## src/rtl/m_divider_iter.sv

```systemverilog
// Iterative restoring divider with RISC-V div/divu/rem/remu semantics.
// Performs one shift-subtract step per clock on operand magnitudes and fixes
// up result signs at the end. Divide-by-zero and signed overflow bypass the
// iteration and complete in a single busy cycle.
module m_divider_iter #(
    parameter int WIDTH = 32
) (
    input  logic             i_clk,
    input  logic             i_reset,
    input  logic             i_start,
    input  logic             i_signed,
    input  logic [WIDTH-1:0] i_dividend,
    input  logic [WIDTH-1:0] i_divisor,
    output logic             o_busy,
    output logic             o_valid,
    output logic [WIDTH-1:0] o_quotient,
    output logic [WIDTH-1:0] o_remainder
);

    localparam int CW = (WIDTH > 1) ? $clog2(WIDTH) : 1;
    localparam logic [CW-1:0]    LAST_COUNT = CW'(WIDTH - 1);
    localparam logic [WIDTH-1:0] MIN_NEG    = {1'b1, {(WIDTH-1){1'b0}}};

    typedef enum logic [1:0] {
        S_IDLE = 2'd0,
        S_RUN  = 2'd1,
        S_DONE = 2'd2
    } state_t;

    state_t           state_reg;
    logic [CW-1:0]    count_reg;
    logic [WIDTH:0]   rem_reg;    // partial remainder, one guard bit wide
    logic [WIDTH-1:0] quo_reg;    // dividend magnitude shifting out, quotient bits shifting in
    logic [WIDTH-1:0] dvs_reg;    // divisor magnitude
    logic             neg_q_reg;
    logic             neg_r_reg;

    // Operand decode at the accepting edge
    logic             dividend_neg;
    logic             divisor_neg;
    logic [WIDTH-1:0] dividend_mag;
    logic [WIDTH-1:0] divisor_mag;
    logic             divisor_zero;
    logic             signed_overflow;
    logic             accept;

    // Iteration step and final sign fix-up
    logic [WIDTH:0]   shifted;
    logic [WIDTH:0]   diff;
    logic             fits;
    logic [WIDTH:0]   rem_next;
    logic [WIDTH-1:0] quo_next;
    logic [WIDTH-1:0] q_final;
    logic [WIDTH-1:0] r_final;

    // Sign/magnitude split of the incoming operands and special-case detection
    always_comb begin
        dividend_neg    = i_signed & i_dividend[WIDTH-1];
        divisor_neg     = i_signed & i_divisor[WIDTH-1];
        dividend_mag    = dividend_neg ? (~i_dividend + 1'b1) : i_dividend;
        divisor_mag     = divisor_neg  ? (~i_divisor  + 1'b1) : i_divisor;
        divisor_zero    = (i_divisor == '0);
        signed_overflow = i_signed && (i_dividend == MIN_NEG) && (i_divisor == '1);
        // A start during the o_valid cycle is dropped so back-to-back
        // requests always see one idle cycle after the result pulse.
        accept          = (state_reg == S_IDLE) && i_start && !o_valid;
    end

    // One restoring step: shift in the next dividend bit, subtract if it fits
    always_comb begin
        shifted  = {rem_reg[WIDTH-1:0], quo_reg[WIDTH-1]};
        diff     = shifted - {1'b0, dvs_reg};
        fits     = ~diff[WIDTH];
        rem_next = fits ? diff : shifted;
        quo_next = {quo_reg[WIDTH-2:0], fits};
        // Truncating division: quotient negative when signs differ,
        // remainder carries the dividend's sign.
        q_final  = neg_q_reg ? (~quo_next + 1'b1) : quo_next;
        r_final  = neg_r_reg ? (~rem_next[WIDTH-1:0] + 1'b1) : rem_next[WIDTH-1:0];
    end

    // Control FSM, datapath registers and registered outputs
    always_ff @(posedge i_clk) begin
        if (i_reset) begin
            state_reg   <= S_IDLE;
            count_reg   <= '0;
            rem_reg     <= '0;
            quo_reg     <= '0;
            dvs_reg     <= '0;
            neg_q_reg   <= 1'b0;
            neg_r_reg   <= 1'b0;
            o_busy      <= 1'b0;
            o_valid     <= 1'b0;
            o_quotient  <= '0;
            o_remainder <= '0;
        end else begin
            o_valid <= 1'b0;
            case (state_reg)
                S_IDLE: begin
                    if (accept) begin
                        o_busy <= 1'b1;
                        if (divisor_zero) begin
                            o_quotient  <= '1;
                            o_remainder <= i_dividend;
                            state_reg   <= S_DONE;
                        end else if (signed_overflow) begin
                            o_quotient  <= i_dividend;
                            o_remainder <= '0;
                            state_reg   <= S_DONE;
                        end else begin
                            rem_reg   <= '0;
                            quo_reg   <= dividend_mag;
                            dvs_reg   <= divisor_mag;
                            neg_q_reg <= dividend_neg ^ divisor_neg;
                            neg_r_reg <= dividend_neg;
                            count_reg <= '0;
                            state_reg <= S_RUN;
                        end
                    end
                end
                S_RUN: begin
                    rem_reg <= rem_next;
                    quo_reg <= quo_next;
                    if (count_reg == LAST_COUNT) begin
                        count_reg   <= '0;
                        o_quotient  <= q_final;
                        o_remainder <= r_final;
                        state_reg   <= S_DONE;
                    end else begin
                        count_reg <= count_reg + 1'b1;
                    end
                end
                S_DONE: begin
                    // Results are already stable; the pulse is raised as the
                    // block goes idle so it can never overlap a new operation.
                    o_busy    <= 1'b0;
                    o_valid   <= 1'b1;
                    state_reg <= S_IDLE;
                end
                default: begin
                    o_busy    <= 1'b0;
                    state_reg <= S_IDLE;
                end
            endcase
        end
    end

endmodule

```

## config.mk

```make
export PLATFORM = sky130hd
export DESIGN_NAME = m_divider_iter
export DESIGN_NICKNAME = d
export VERILOG_FILES = /design/src/rtl/m_divider_iter.sv
export SDC_FILE = /design/constraint.sdc
export NUM_CORES = 1
export LEC_CHECK = 0
export CAP_MARGIN = 10
export CORE_MARGIN = 2
export CORE_UTILIZATION = 60
export CTS_CLUSTER_SIZE = 16
export DETAILED_ROUTE_END_ITERATION = 6
export GPL_TIMING_DRIVEN = 1
export PLACE_DENSITY = 0.84
export SLEW_MARGIN = 25
export SYNTH_ARGS = -nofsm -noshare
export SYNTH_HDL_FRONTEND = slang
export SYNTH_SLANG_ARGS = --single-unit
```

## constraint.sdc

```tcl
create_clock -name i_clk -period 14.53 [get_ports i_clk]
set_input_delay 2.1795 -clock i_clk [delete_from_list [all_inputs] [get_ports i_clk]]
set_output_delay 2.1795 -clock i_clk [all_outputs]
set_load 0.02 [all_outputs]
```

# ---- Word-level counts from Yosys, hierarchy flattened
# Cells that the tools add are included.
dict set report word_totals {
  reg_bits 171
  latchBits 0
  ram_bits 0
  rom_bits 0
  inputBits 68
  out_inout_bits 66
  word_cells 87
  n_memories 0
}
dict set report op_classes {
  addsub 6
  multipliers 0
  div_mod_pow 0
  order_cmp 0
  n_eq_ne 10
  n_shift 0
  mux 36
  bitwise_logic 11
  n_reduce_logical 13
}
# op count
set op_table {}
lappend op_table {{2-to-1 mux 32 bit} 19}
lappend op_table {{case mux 32 bit (2 select lines)} 4}
lappend op_table {{adder 32 x 1 -> 32 bit (second input constant)} 4}
lappend op_table {{NOT 32 bit} 4}
lappend op_table {{== test 32 bit (second input constant)} 2}
lappend op_table {{subtractor 33 x 32 -> 33 bit} 1}
lappend op_table {{logical NOT 32 bit} 1}
lappend op_table {{2-to-1 mux 5 bit} 4}
lappend op_table {{AND reduction 4 bit} 3}
lappend op_table {{case mux 5 bit (2 select lines)} 1}
lappend op_table {{2-to-1 mux 2 bit} 4}
lappend op_table {{inequality test 2 bit (second input constant)} 4}
lappend op_table {{adder 5 x 1 -> 5 bit (second input constant)} 1}
lappend op_table {{== test 5 bit (second input constant)} 1}
lappend op_table {{logical AND 1 bit} 4}
lappend op_table {{NOT 1 bit} 4}
lappend op_table {{case mux 2 bit (2 select lines)} 1}
lappend op_table {{AND reduction 2 bit} 2}
lappend op_table {{inequality test 3 bit (second input constant)} 1}
lappend op_table {{bitwise AND 1 bit} 2}
lappend op_table {{== test 2 x 1 -> 1 bit (second input constant)} 1}
lappend op_table {{== test 2 bit (second input constant)} 1}
lappend op_table {{logical NOT 2 bit} 1}
lappend op_table {{2-to-1 mux 1 bit} 2}
lappend op_table {{4 further kinds} 4}

# ---- Depth between registers and ports, before layout
dict set report logic_depth {
  depth_word 7
  depth_mapped 25
  mapped_depth_nobuf 21
}

# ---- Worst setup path after synthesis
# No wires, ideal clock.
dict set report synth_path {
  path_kind {input to register}
  from {in i_divisor[0]}
  to {reg o_quotient[7]}
  setup_ps 132
  arrival_ps 5187
  required_time_ps 14398
  setup_slack_ps 9211
  cell_stages 15
  path_buffers 2
  cell_sequence {inv_1 > ha_1 > nand2_1 > or4_1 > nor4_2 > and3_1 > and2_1 > clkbuf_1 > a21oi_1 > o41ai_1 > nor2b_1 > buf_2 > o21ai_1 > a211oi_1 > nor3_1}
}
dict set report synth_between {
  elab_chain_cells 4
  word_cells_on_any_way 8
  classes_between {eq/ne (2); mux (3); reduce/logical (3)}
}
# item line
set synth_rtl {}
lappend synth_rtl {{start, declared} 13} ;# input logic [WIDTH-1:0] i_divisor,
lappend synth_rtl {{== test 32 bit / logical NOT 32 bit (equally long branches)} {63, 62}}
lappend synth_rtl {{logical AND 1 bit / 2-to-1 mux 32 bit (equally long branches)} {63, 102}}
lappend synth_rtl {{inequality test 3 bit (no source line) / 2-to-1 mux 32 bit (equally long branches)} n/a}
lappend synth_rtl {{AND reduction 4 bit (no source line) / case mux 32 bit (2 select lines) (equally long branches)} n/a}
lappend synth_rtl {{end signal, assigned} 107} ;# o_quotient <= i_dividend;
lappend synth_rtl {{end signal, assigned} 126} ;# o_quotient <= q_final;
lappend synth_rtl {{end, declared} 16} ;# output logic [WIDTH-1:0] o_quotient,
# Parallel ways exist; a longest one is shown, timed or not. The select of a mux whose other input is x is not followed.
# A chain may end at the register's enable or synchronous reset.

# ---- Worst setup path after layout
# Ends and elaborated chain as after synthesis.

==> metrics.md <==
| Metric | Value |
|---|---|
| Pin count of the biggest net entering global routing | a little over 100 |
| Core ar. | 19600 µm² |
| Mapped Cells | 1622 |
| Routed via count | 12700 |
| Setup violations, final | 0 |
| Worst-path clk slew | 70 ps |
| I/O pin cnt | 134 |
| Final WS setup | 7900 ps |
| DR iter-0 viols | 1648 |
| Leakage | 5.07 nW |
| Pwr Density | 118 nW/µm² |
| Final Hold Fails | 0 |
| DRC errors left | 0 |
| Yosys warnings | 0 |
| Main synth FF type | dfxtp_1 |
| Dpl hpwl | 27900 µm |
| WP buf/inv | 3 |
| CP max stage delay | 580 ps |
| Sequential share of the synthesized area | 0.284 |
| Antenna violations before repair | 0 |
| Post-CTS Hold Buffers | 0 |
| Mux contribution to synthesized area | 0.0218 |
| Final instance area | 14000 µm² |
| Final setup TNS | 0 ps |
| Post-synth EDFFs | 0 |
| Postcts setup bufs | 0 |
| Status | completed |
| Cell variety after synth | 81 |
| Arrival @ worst endpoint | 6940 ps |
| Clock Latency Late Sink | 450 ps |
| Largest family of logic cells by synthesized area | compound AO/OA/AOI/OAI gates |
| Layout cells sized above 1 | 0.0422 |
| Async S/R FF share, synth | 0 |
| Critical Path, Cell by Cell | clkdlybuf4s50_1 -> inv_1 -> ha_1 -> nand2_1 -> or4_1 -> nor4_2 -> and3_1 -> and2_1 -> a21oi_1 -> o41ai_1 -> nor2b_4 -> buf_4 -> o21ai_1 -> a211oi_1 -> nor3_1 |
| Num rows | 51 |
| Placed inst area | between 10000 and 15000 µm² |
| Slew Viols, Final | 0 |
| Vias in the first global route | 11300 |
| Setup WS pre-CTS | approximately 7500 ps |
| Tightest Hold Check Type | register to register |
| Area Overhead vs Synth | 15.9% |
| Gr usage total | 0.354 |
| H-Tree Depth | 4 |
| Mean post-synth cell area | 7.44 µm² |
| Post-DRT Antenna Nets | 0 |
| Ratio of final minimum period to clock period | 0.456 |
| Critical Path Sink Type | register |
| Worst slew pin tran | 1080 ps |
| Die height | 146 µm |
| Fin Clk Skew | 12.0 ps |
| Remaining Overflow, GRT | 0 |
| CTS tree | built |
| Vias per cell | 6.53 |
| Routed len/inst | 19.8 µm |
| First drt pass iteration count | 6 |
| Cell Area, Synth | 12100 µm² |
| Simple-Gate Fraction of Synth Area | 0.226 |
| CP delay by family, top | simple AND/OR/NAND/NOR gates |
| Final net count | 1780 |
| Drt total wl | 38700 µm |
| CTS max path bufs | 2 |
| DIE WIDTH | 146 µm |
| Xor/xnor share of the synthesized area | 0.101 |
| Synth Area in Adders | 0.0421 |
| Die Footprint | 21300 µm² |
| CTS sink count | 171 |
| Critical Path RT | 14840 ps |
| Initial Util | 0.616 |
| Number of CTS-inserted buffers | 17 |
| First-pass GRT wire length | a little over 60000 µm |
| CP max stage cell | buf_4 |
| Max_slew headroom | 0.278 |
| Cts repair resizes | 0 |
| Buffers on Ports | approximately 130 |
| Fmax achieved | 151 MHz |
| Crit path kind | primary input to register |
| R2R Setup Slk | about 8200 ps |
| RSZ-0062 raised after global routing | no |
| RePlAce Congestion | 0.928 |
| Post-synth net total | 1730 |
| Maximum fanout along the worst path | 75 |
| Synth Register Bits | 171 |
| Fin crit period | between 6000 and 7000 ps |
| Peak VDD IR | ~0.00013 V |
| Complex-gate fraction of the synthesized area | 0.270 |
| Max-Cap Viols | 0 |
| Root buffer cell | clkbuf_16 |
| CP startpoint kind | primary input |
==> layer usage <==
layer | GRT usage | up-vias | wire [µm]
li1 | - | 5966 | -
met1 | 0.492 | 5902 | 16000
met2 | 0.544 | 774 | 17000
met3 | 0.0815 | 105 | 4500
met4 | 0.110 | 0 | 1190
met5 | 0 | - | 0
==> area by class of cell <==
class                           count  area, µm²
Clock inverter                     14        151
Timing Repair Buffer              144       1430
Clock buffer                       17        425
Inverter                           55        206
Fill cell                        1629       5600
Multi-Input combinational cell   1283       8020
Sequential cell                   171       3420
Antenna cell                        2       5.00
Tap cell                          265        332
==> worst reg2reg max path, delay by kind of cell (launching register included) <==
kind	cells	cell delay [ps]
simple gates	9	3080
compound gates	4	1190
buf+inv	3	930
fa+ha+maj	2	600
flops	1	380
==> report_power, final <==
part	switching, mW	total [mW]	internal [mW]
clock network	0.224	0.452	0.228
logic	0.443	0.685	0.241
registers	0.0284	0.520	0.492
total	0.695	1.66	0.961
==> cells by family (layout without fill, tap and decap cells) <==
family	count (synthesis)	after routing
mux	26	26
flops	171	171
fa+ha+maj	40	40
buf+inv	168	230
compound gates	489	489
simple gates	589	589
other cells	0	2
xor+xnor	139	139
==> stage by stage <==
step	std cells	power [mW]	util	hold WS, ps
after floorplan	1622	1.01	-	446
after global placement	1917	1.17	0.683	433
after detailed placement	1917	1.18	0.683	443
after CTS	1948	1.63	0.713	450
after global routing	1949	1.74	0.714	476
final	1951	1.66	0.714	447
==> layout by cell type (no fill, tap or decap), types with 7 or more instances in the layout <==
cell / n
and3_1: 8
buf_4: 11
a22oi_1: 23
or3_1: 15
o31ai_1: 26
xnor2_1: 76
o21ai_0: 66
inv_1: 53
a21o_1: 12
o21a_1: 9
o41ai_1: 17
a221oi_1: 12
a211oi_1: 77
nand2_1: 111
nand2b_1: 18
nor2_1: 264
nor3_1: 59
a21oi_1: 150
clkbuf_16: 17
nor4_1: 15
nand4_1: 20
dfxtp_1: 171
nand3_1: 17
mux2i_1: 24
and2_1: 12
o211ai_1: 7
o221ai_1: 8
clkdlybuf4s50_1: 132
ha_1: 39
a31oi_1: 15
o21ai_1: 8
or4_1: 16
xor2_1: 63
==> Yosys cell counts, drive strengths merged (24+ instances only) <==
| master | n | area, µm² |
|---|---|---|
| dfxtp | 171 | 3420 |
| nor2 | 266 | 1010 |
| clkbuf | 93 | 349 |
| a211oi | 78 | 591 |
| mux2i | 24 | 240 |
| o21ai | 74 | 370 |
| ha | 39 | 488 |
| a22oi | 24 | 194 |
| a21oi | 152 | 776 |
| inv | 54 | 203 |
| o31ai | 26 | 195 |
| nor3 | 60 | 305 |
| nand2 | 111 | 417 |
| xnor2 | 76 | 666 |
| xor2 | 63 | 552 |
==> path summary, 6_finish.rpt <==
kind | startpoint | endpoint | depth (start not counted)
worst max-delay path | i_divisor[0] | o_quotient[7] | 15
worst min-delay path | o_quotient[29] | o_quotient[29] | 2
worst max register to register | rem_reg[15] | o_remainder[28] | 18
worst min register to register | o_quotient[29] | o_quotient[29] | 2
(Power assumes the default switching activity.)
==> variant 1: new RTL, config.mk and constraints unchanged <==
Add an input register stage for `i_start`, `i_signed`, `i_dividend` and `i_divisor`, cleared by the reset; this delays them by one clock.
--- a/src/rtl/m_divider_iter.sv
+++ b/src/rtl/m_divider_iter.sv
@@ -27,6 +27,25 @@
         S_DONE = 2'd2
     } state_t;
 
+    logic i_start_q;
+    logic i_signed_q;
+    logic [WIDTH-1:0] i_dividend_q;
+    logic [WIDTH-1:0] i_divisor_q;
+
+    always_ff @(posedge i_clk) begin
+        if (i_reset) begin
+            i_start_q    <= '0;
+            i_signed_q   <= '0;
+            i_dividend_q <= '0;
+            i_divisor_q  <= '0;
+        end else begin
+            i_start_q    <= i_start;
+            i_signed_q   <= i_signed;
+            i_dividend_q <= i_dividend;
+            i_divisor_q  <= i_divisor;
+        end
+    end
+
     state_t           state_reg;
     logic [CW-1:0]    count_reg;
     logic [WIDTH:0]   rem_reg;    // partial remainder, one guard bit wide
@@ -55,15 +74,15 @@
 
     // Sign/magnitude split of the incoming operands and special-case detection
     always_comb begin
-        dividend_neg    = i_signed & i_dividend[WIDTH-1];
-        divisor_neg     = i_signed & i_divisor[WIDTH-1];
-        dividend_mag    = dividend_neg ? (~i_dividend + 1'b1) : i_dividend;
-        divisor_mag     = divisor_neg  ? (~i_divisor  + 1'b1) : i_divisor;
-        divisor_zero    = (i_divisor == '0);
-        signed_overflow = i_signed && (i_dividend == MIN_NEG) && (i_divisor == '1);
+        dividend_neg    = i_signed_q & i_dividend_q[WIDTH-1];
+        divisor_neg     = i_signed_q & i_divisor_q[WIDTH-1];
+        dividend_mag    = dividend_neg ? (~i_dividend_q + 1'b1) : i_dividend_q;
+        divisor_mag     = divisor_neg  ? (~i_divisor_q + 1'b1) : i_divisor_q;
+        divisor_zero    = (i_divisor_q == '0);
+        signed_overflow = i_signed_q && (i_dividend_q == MIN_NEG) && (i_divisor_q == '1);
         // A start during the o_valid cycle is dropped so back-to-back
         // requests always see one idle cycle after the result pulse.
-        accept          = (state_reg == S_IDLE) && i_start && !o_valid;
+        accept          = (state_reg == S_IDLE) && i_start_q && !o_valid;
     end
 
     // One restoring step: shift in the next dividend bit, subtract if it fits
@@ -101,10 +120,10 @@
                         o_busy <= 1'b1;
                         if (divisor_zero) begin
                             o_quotient  <= '1;
-                            o_remainder <= i_dividend;
+                            o_remainder <= i_dividend_q;
                             state_reg   <= S_DONE;
                         end else if (signed_overflow) begin
-                            o_quotient  <= i_dividend;
+                            o_quotient  <= i_dividend_q;
                             o_remainder <= '0;
                             state_reg   <= S_DONE;
                         end else begin
Check against the original RTL: not equivalent (a bounded check fails within 4 cycles, from zero or initial values and one cycle with i_reset high).
==> variant 1 against the original RTL <==
Critical path type is now register to register. Via count increased by 9.4%. Sequential share of layout area grew 4.3 points. Core utilization decreased by 1.0 points. Critical endpoint is now o_remainder[22]. Setup slack improved by 1100 ps. Design area grew 18%. Sequential cell count up 66. Count of clock-buffer cells in the layout rose by 21. Combinational power up 62%. Routed wire length increased by 9.0%. Sequential power rose by 40%. Power rose by 51%. Synthesized area up 18%.
==> variant 1: results (changes against the original RTL) <==
- Status: completed (unchanged).
- The ratio of cells with drive above 1 in the final layout is 4.88% (was 4.22%).
- The maximum buffer depth of the clock tree was 3 (was 2).
- The via count of the first global-routing pass is 12896 (was 11344).
- The endpoint arrival time on the critical path is 5900 ps (was 6940 ps).
- Clock-pin slew was measured on the worst setup and hold paths at 60 ps.
- Most area-consuming cells after synthesis: sky130_fd_sc_hd__dfxtp_1 33%, sky130_fd_sc_hd__nor2_1 7.7%, sky130_fd_sc_hd__a21oi_1 5.4%, sky130_fd_sc_hd__xor2_1 4.4%, sky130_fd_sc_hd__a211oi_1 4.4% (was sky130_fd_sc_hd__dfxtp_1 28%, sky130_fd_sc_hd__nor2_1 8.2%, sky130_fd_sc_hd__a21oi_1 6.2%, sky130_fd_sc_hd__xnor2_1 5.5%, sky130_fd_sc_hd__a211oi_1 4.8%).
- The number of antenna repair diodes is 0 (was 2).
- The wire length reported by the detailed router was 42200 um (was 38700 um).
- The global routing usage summed across all routing layers is 33.1% (was 35.4%).
- The post-layout net count was 1995 (was 1780).
- The global-route wire length before repair is 66500 um (was 60900 um).
- The headroom to the max-slew limit is 25.6% (was 27.8%).
- The later-pin clock latency in the skew report is 550 ps (was 450 ps).
- The number of distinct library cell variants in the gate-level netlist after synthesis is 87 (was 81).
- The root cell of the clock tree is sky130_fd_sc_hd__clkbuf_16 (unchanged).
- The number of H-tree levels was 1 (was 4).
- The number of nets in the synthesized netlist is 1945 (was 1730).
- The yosys synthesis warning count is 0 (unchanged).
- The placed wire-length estimate after detailed placement is 29800 um (was 27900 um).
- The total count of max-transition violations in the final report is 0 (unchanged).
- The initial antenna violation count is 0 (unchanged).
- The worst setup margin was 9010 ps (was 7900 ps).
- The post-cts resize count is 0 (unchanged).
- The worst hold-check slack is 456 ps (was 447 ps).
- The count of buffers added by post-CTS timing repair for setup is 0 (unchanged).
- The number of detailed-route iterations in the first pass is 6 (unchanged).
- The number of buffers added by the clock tree synthesis step is 26 (was 17).
- The largest net degree at the start of global routing is 104 (was 102).
- The highest net fanout along the worst path is 45 (was 75).
- The sequential cell area fraction in the yosys report came to 33.3% (was 28.4%).
- The last weighted congestion value of the routability-driven placer is 0.983 (was 0.928).
- The post-synthesis async set-or-reset flop share is 0% (unchanged).
- The pre-CTS worst setup slack is 9290 ps (was 7460 ps).
- The via density per instance is 6.26 (was 6.53).
- The worst supply voltage drop on vdd is 0.129 mV (was 0.133 mV).
- The detailed router's first-iteration violation count was 1577 (was 1648).
- The worst clock skew on the final layout is 26.6 ps (was 12.0 ps).
- Commonest cells in the netlist: 293 x sky130_fd_sc_hd__nor2_1, 237 x sky130_fd_sc_hd__dfxtp_1, 154 x sky130_fd_sc_hd__a21oi_1 (was 265 x sky130_fd_sc_hd__nor2_1, 171 x sky130_fd_sc_hd__dfxtp_1, 150 x sky130_fd_sc_hd__a21oi_1).
- The port buffer count is 133 (unchanged).
- The worst hold path class is register to register (unchanged).
- The reported leakage power is 6.04 nW (was 5.07 nW).
## variant 1: through the flow
stage | instance area, um^2 | cells | power [mW] | utilization (%)
floorplan | 14200 | 1837 | 1.56 | -
global placement | 15600 | 2178 | 1.79 | 66.7
detailed placement | 15600 | 2178 | 1.81 | 66.7
CTS | 16500 | 2226 | 2.48 | 70.4
global route | 16500 | 2226 | 2.64 | 70.4
finish | 16500 | 2226 | 2.51 | 70.4
## variant 1: worst paths after layout
kind                 startpoint         endpoint  cells after the start
setup / recovery    quo_reg[31]  o_remainder[22]                     23
hold / removal    o_quotient[3]    o_quotient[3]                      2
setup reg to reg    quo_reg[31]  o_remainder[22]                     23
hold reg to reg   o_quotient[3]    o_quotient[3]                      2
## variant 1: kinds of logic (layout without fill, tap and decap cells)
logic type,count (synthesis),after routing,synth area share [%]
AOI/OAI and AO/OA,516,516,24.5
and+or+nand+nor,700,700,23.3
muxes,28,28,2.03
xor gates and xnor gates,133,133,8.19
buffers and inverters,183,253,5.10
adders and majority gates,40,40,3.57
DFF,237,237,33.3
## variant 1: critical path, cell delays in order (launching register included)
cell	delay [ps]
sky130_fd_sc_hd__dfxtp_1	380
sky130_fd_sc_hd__inv_1	100
sky130_fd_sc_hd__ha_1	230
sky130_fd_sc_hd__fa_1	410
sky130_fd_sc_hd__nand2b_1	190
sky130_fd_sc_hd__a211oi_2	420
sky130_fd_sc_hd__o211ai_1	250
sky130_fd_sc_hd__a21boi_2	270
sky130_fd_sc_hd__o21a_2	210
sky130_fd_sc_hd__nor2_4	60
sky130_fd_sc_hd__inv_4	380
sky130_fd_sc_hd__nor2_1	80
sky130_fd_sc_hd__a21oi_1	240
sky130_fd_sc_hd__ha_1	290
sky130_fd_sc_hd__nand2_1	70
sky130_fd_sc_hd__nor3_1	240
sky130_fd_sc_hd__nand2_1	130
sky130_fd_sc_hd__a21oi_1	200
sky130_fd_sc_hd__a41oi_2	110
sky130_fd_sc_hd__or2_1	340
sky130_fd_sc_hd__o21ai_0	240
sky130_fd_sc_hd__xor2_1	110
sky130_fd_sc_hd__a221oi_1	310
sky130_fd_sc_hd__nor3_1	90
## variant 1: power by group
group          internal, mW  total, mW  switching [mW]
Combinational         0.395       1.11           0.714
Sequential            0.682      0.727          0.0444
Clock                 0.401      0.673           0.272
Total                  1.48       2.51            1.03
## variant 1: area by class of cell
class / instances / area (um^2)
Clock buffer: 38 / 726
Tap cell: 319 / 399
Clock inverter: 10 / 145
Multi-Input combinational cell: 1417 / 8800
Sequential cell: 237 / 4740
Timing Repair Buffer: 146 / 1430
Inverter: 59 / 224
Fill cell: 1951 / 6930
## variant 1: per-layer routing
layer  GRT usage [%]  up-vias  wire, um
li1                -     6640         -
met1            43.7     6473     17600
met2            53.2      702     19300
met3            6.54      124      3650
met4            13.7        0      1610
met5               0        -         0
==> variant 2: new RTL, config.mk and constraints unchanged <==
Without the edit above. Set the parameter `WIDTH` to 16 (it was 32).
--- a/src/rtl/m_divider_iter.sv
+++ b/src/rtl/m_divider_iter.sv
@@ -3,7 +3,7 @@
 // up result signs at the end. Divide-by-zero and signed overflow bypass the
 // iteration and complete in a single busy cycle.
 module m_divider_iter #(
-    parameter int WIDTH = 32
+    parameter int WIDTH = 16
 ) (
     input  logic             i_clk,
     input  logic             i_reset,
Interface: changed (resized i_dividend, i_divisor, o_quotient and o_remainder); port bits go from 134 to 70. No check against the original RTL was run, so the function may have changed too.
==> variant 2 against the original RTL <==
Routed wire length fell by 51%. Critical endpoint is now o_remainder[15]. Sequential cell count decreased by 81. Largest power group unchanged. Synthesized area decreased by 48%. Design area is 49% lower. Clock skew rose by 3.0 ps. Setup slack gained 920 ps. Largest cell class unchanged. Power fell by 55%. Synthesized cell count decreased by 49%.
==> variant 2: results (changes against the original RTL) <==
- The highest net fanout along the worst path is 34 (was 75).
- Most area-consuming cells after synthesis: sky130_fd_sc_hd__dfxtp_1 29%, sky130_fd_sc_hd__nor2_1 7.7%, sky130_fd_sc_hd__a21oi_1 5.7%, sky130_fd_sc_hd__ha_1 4.4%, sky130_fd_sc_hd__xnor2_1 4.0% (was sky130_fd_sc_hd__dfxtp_1 28%, sky130_fd_sc_hd__nor2_1 8.2%, sky130_fd_sc_hd__a21oi_1 6.2%, sky130_fd_sc_hd__xnor2_1 5.5%, sky130_fd_sc_hd__a211oi_1 4.8%).
- The maximum cell stage delay along the critical path is 680 ps (was 580 ps).
- The total routed wire length on the met1 layer was 7860 um (was 16000 um).
- The clock-pin slew of the registers on the worst-case setup and hold paths is 90 ps (was 70 ps).
- The headroom to the max-slew limit is 37.3% (was 27.8%).
- The ratio of cells with drive above 1 in the final layout is 5.37% (was 4.22%).
- Commonest cells in the netlist: 129 x sky130_fd_sc_hd__nor2_1, 90 x sky130_fd_sc_hd__dfxtp_1, 72 x sky130_fd_sc_hd__a21oi_1 (was 265 x sky130_fd_sc_hd__nor2_1, 171 x sky130_fd_sc_hd__dfxtp_1, 150 x sky130_fd_sc_hd__a21oi_1).
- The amount of wire on met3 after detailed routing is 1890 um (was 4500 um).
- The net switching fraction of the power is 39.2% (was 42.0%).
- The last weighted congestion value of the routability-driven placer is 0.915 (was 0.928).
- The worst clock skew on the final layout came to 15.0 ps (was 12.0 ps).
- The fraction of synthesized area in multiplexers is 2.27% (was 2.18%).
- The post-synthesis xor/xnor area fraction is 7.68% (was 10.1%).
- The adder-cell share of the synthesized area is 4.71% (was 4.21%).
- The root cell of the clock tree is sky130_fd_sc_hd__clkbuf_8 (was sky130_fd_sc_hd__clkbuf_16).
- The via density per instance is 6.51 (was 6.53).
- The reg2reg setup slack is 9250 ps (was 8210 ps).
- The number of detailed-route iterations in the first pass is 5 (was 6).
- The reported leakage power is 2.67 nW (was 5.07 nW).
- The number of antenna repair diodes is 0 (was 2).
- The post-layout net count came to 929 (was 1780).
- The synthesized-area fraction occupied by ao, oa, aoi and oai cells is 27.2% (was 27.0%).
- Status: completed (unchanged).
- The port buffer count came to 69 (was 133).
- The global routing usage summed across all routing layers is 34.3% (was 35.4%).
- The highest-delay cell along the critical path is sky130_fd_sc_hd__a21oi_4 (was sky130_fd_sc_hd__buf_4).
- The total met2 wirelength after detailed routing is 8610 um (was 17000 um).
- The number of distinct library cell variants in the gate-level netlist after synthesis is 75 (was 81).
- The endpoint arrival time on the critical path was 5990 ps (was 6940 ps).
- The power consumed by combinational cells is 0.292 mW (was 0.685 mW).
- The global-route wire length before repair is 30800 um (was 60900 um).
- The portion of total power attributed to combinational logic is 38.9% (was 41.3%).
- The number of buffers added by the clock tree synthesis step came to 9 (was 17).
- The largest net degree at the start of global routing came to 74 (was 102).
- The later-pin clock latency in the skew report is 380 ps (was 450 ps).
- The average detailed-routed wire length per instance is 18.8 um (was 19.8 um).
## variant 2: cell count changes after synthesis, sizes merged, moves of 45 or more
cell / change
clkbuf: -57
dfxtp: -81
a211oi: -45
nand2: -47
a21oi: -78
xnor2: -47
nor2: -136
## variant 2: area by class of cell
| cell class | instances | area, um^2 |
|---|---|---|
| multi-input cells | 661 | 4140 |
| fillers | 865 | 3060 |
| flip-flops and latches | 90 | 1800 |
| repair buffers | 74 | 723 |
| well taps | 136 | 170 |
| clock buffers | 11 | 151 |
| inverters | 34 | 128 |
| clock inverters | 5 | 60.1 |
## variant 2: worst register-to-register path, cell delays in order (launching register included)
cell and delay, ps:
sky130_fd_sc_hd__dfxtp_1 410, sky130_fd_sc_hd__inv_1 60, sky130_fd_sc_hd__ha_1 220, sky130_fd_sc_hd__fa_1 390, sky130_fd_sc_hd__nand2b_1 200, sky130_fd_sc_hd__a211oi_2 420, sky130_fd_sc_hd__o211a_1 350, sky130_fd_sc_hd__o22a_1 420
sky130_fd_sc_hd__nand2_2 430, sky130_fd_sc_hd__inv_2 370, sky130_fd_sc_hd__ha_1 240, sky130_fd_sc_hd__nand2b_1 80, sky130_fd_sc_hd__or4_1 530, sky130_fd_sc_hd__o31ai_1 310, sky130_fd_sc_hd__xor2_1 180, sky130_fd_sc_hd__nor2_1 60
sky130_fd_sc_hd__a2111oi_0 370, sky130_fd_sc_hd__nor3_1 90
## variant 2: path summary, 6_finish.rpt
path / start / endpoint / cells after the start
max: i_divisor[1] / o_remainder[15] / 12
min: o_quotient[12] / o_quotient[12] / 2
max reg2reg: quo_reg[15] / o_quotient[8] / 17
min reg2reg: o_quotient[12] / o_quotient[12] / 2
## variant 2: through the flow
| step | util [%] | area, um^2 | cells | setup WS [ps] |
|---|---|---|---|---|
| 6_report | 70.1 | 7170 | 1011 | 8820 |
| 2_1_floorplan | - | 6270 | 835 | 9970 |
| 3_5_place_dp | 68.0 | 6960 | 995 | 8450 |
| 5_1_grt | 70.1 | 7170 | 1011 | 8570 |
| 4_1_cts | 70.1 | 7170 | 1011 | 8860 |
| 3_3_place_gp | 68.0 | 6960 | 995 | 8650 |
## variant 2: cell families after synthesis
| kind of cell | count (synthesis) |
|---|---|
| simple gates | 316 |
| compound gates | 253 |
| flops | 90 |
| buf+inv | 84 |
| xor+xnor | 55 |
| fa+ha+maj | 23 |
| mux | 14 |
## variant 2: layer usage
layer | GRT usage (%) | up-vias
li1 | - | 3107
met1 | 44.1 | 3084
met2 | 54.7 | 337
met3 | 9.20 | 55
met4 | 13.7 | 0
met5 | 0 | -
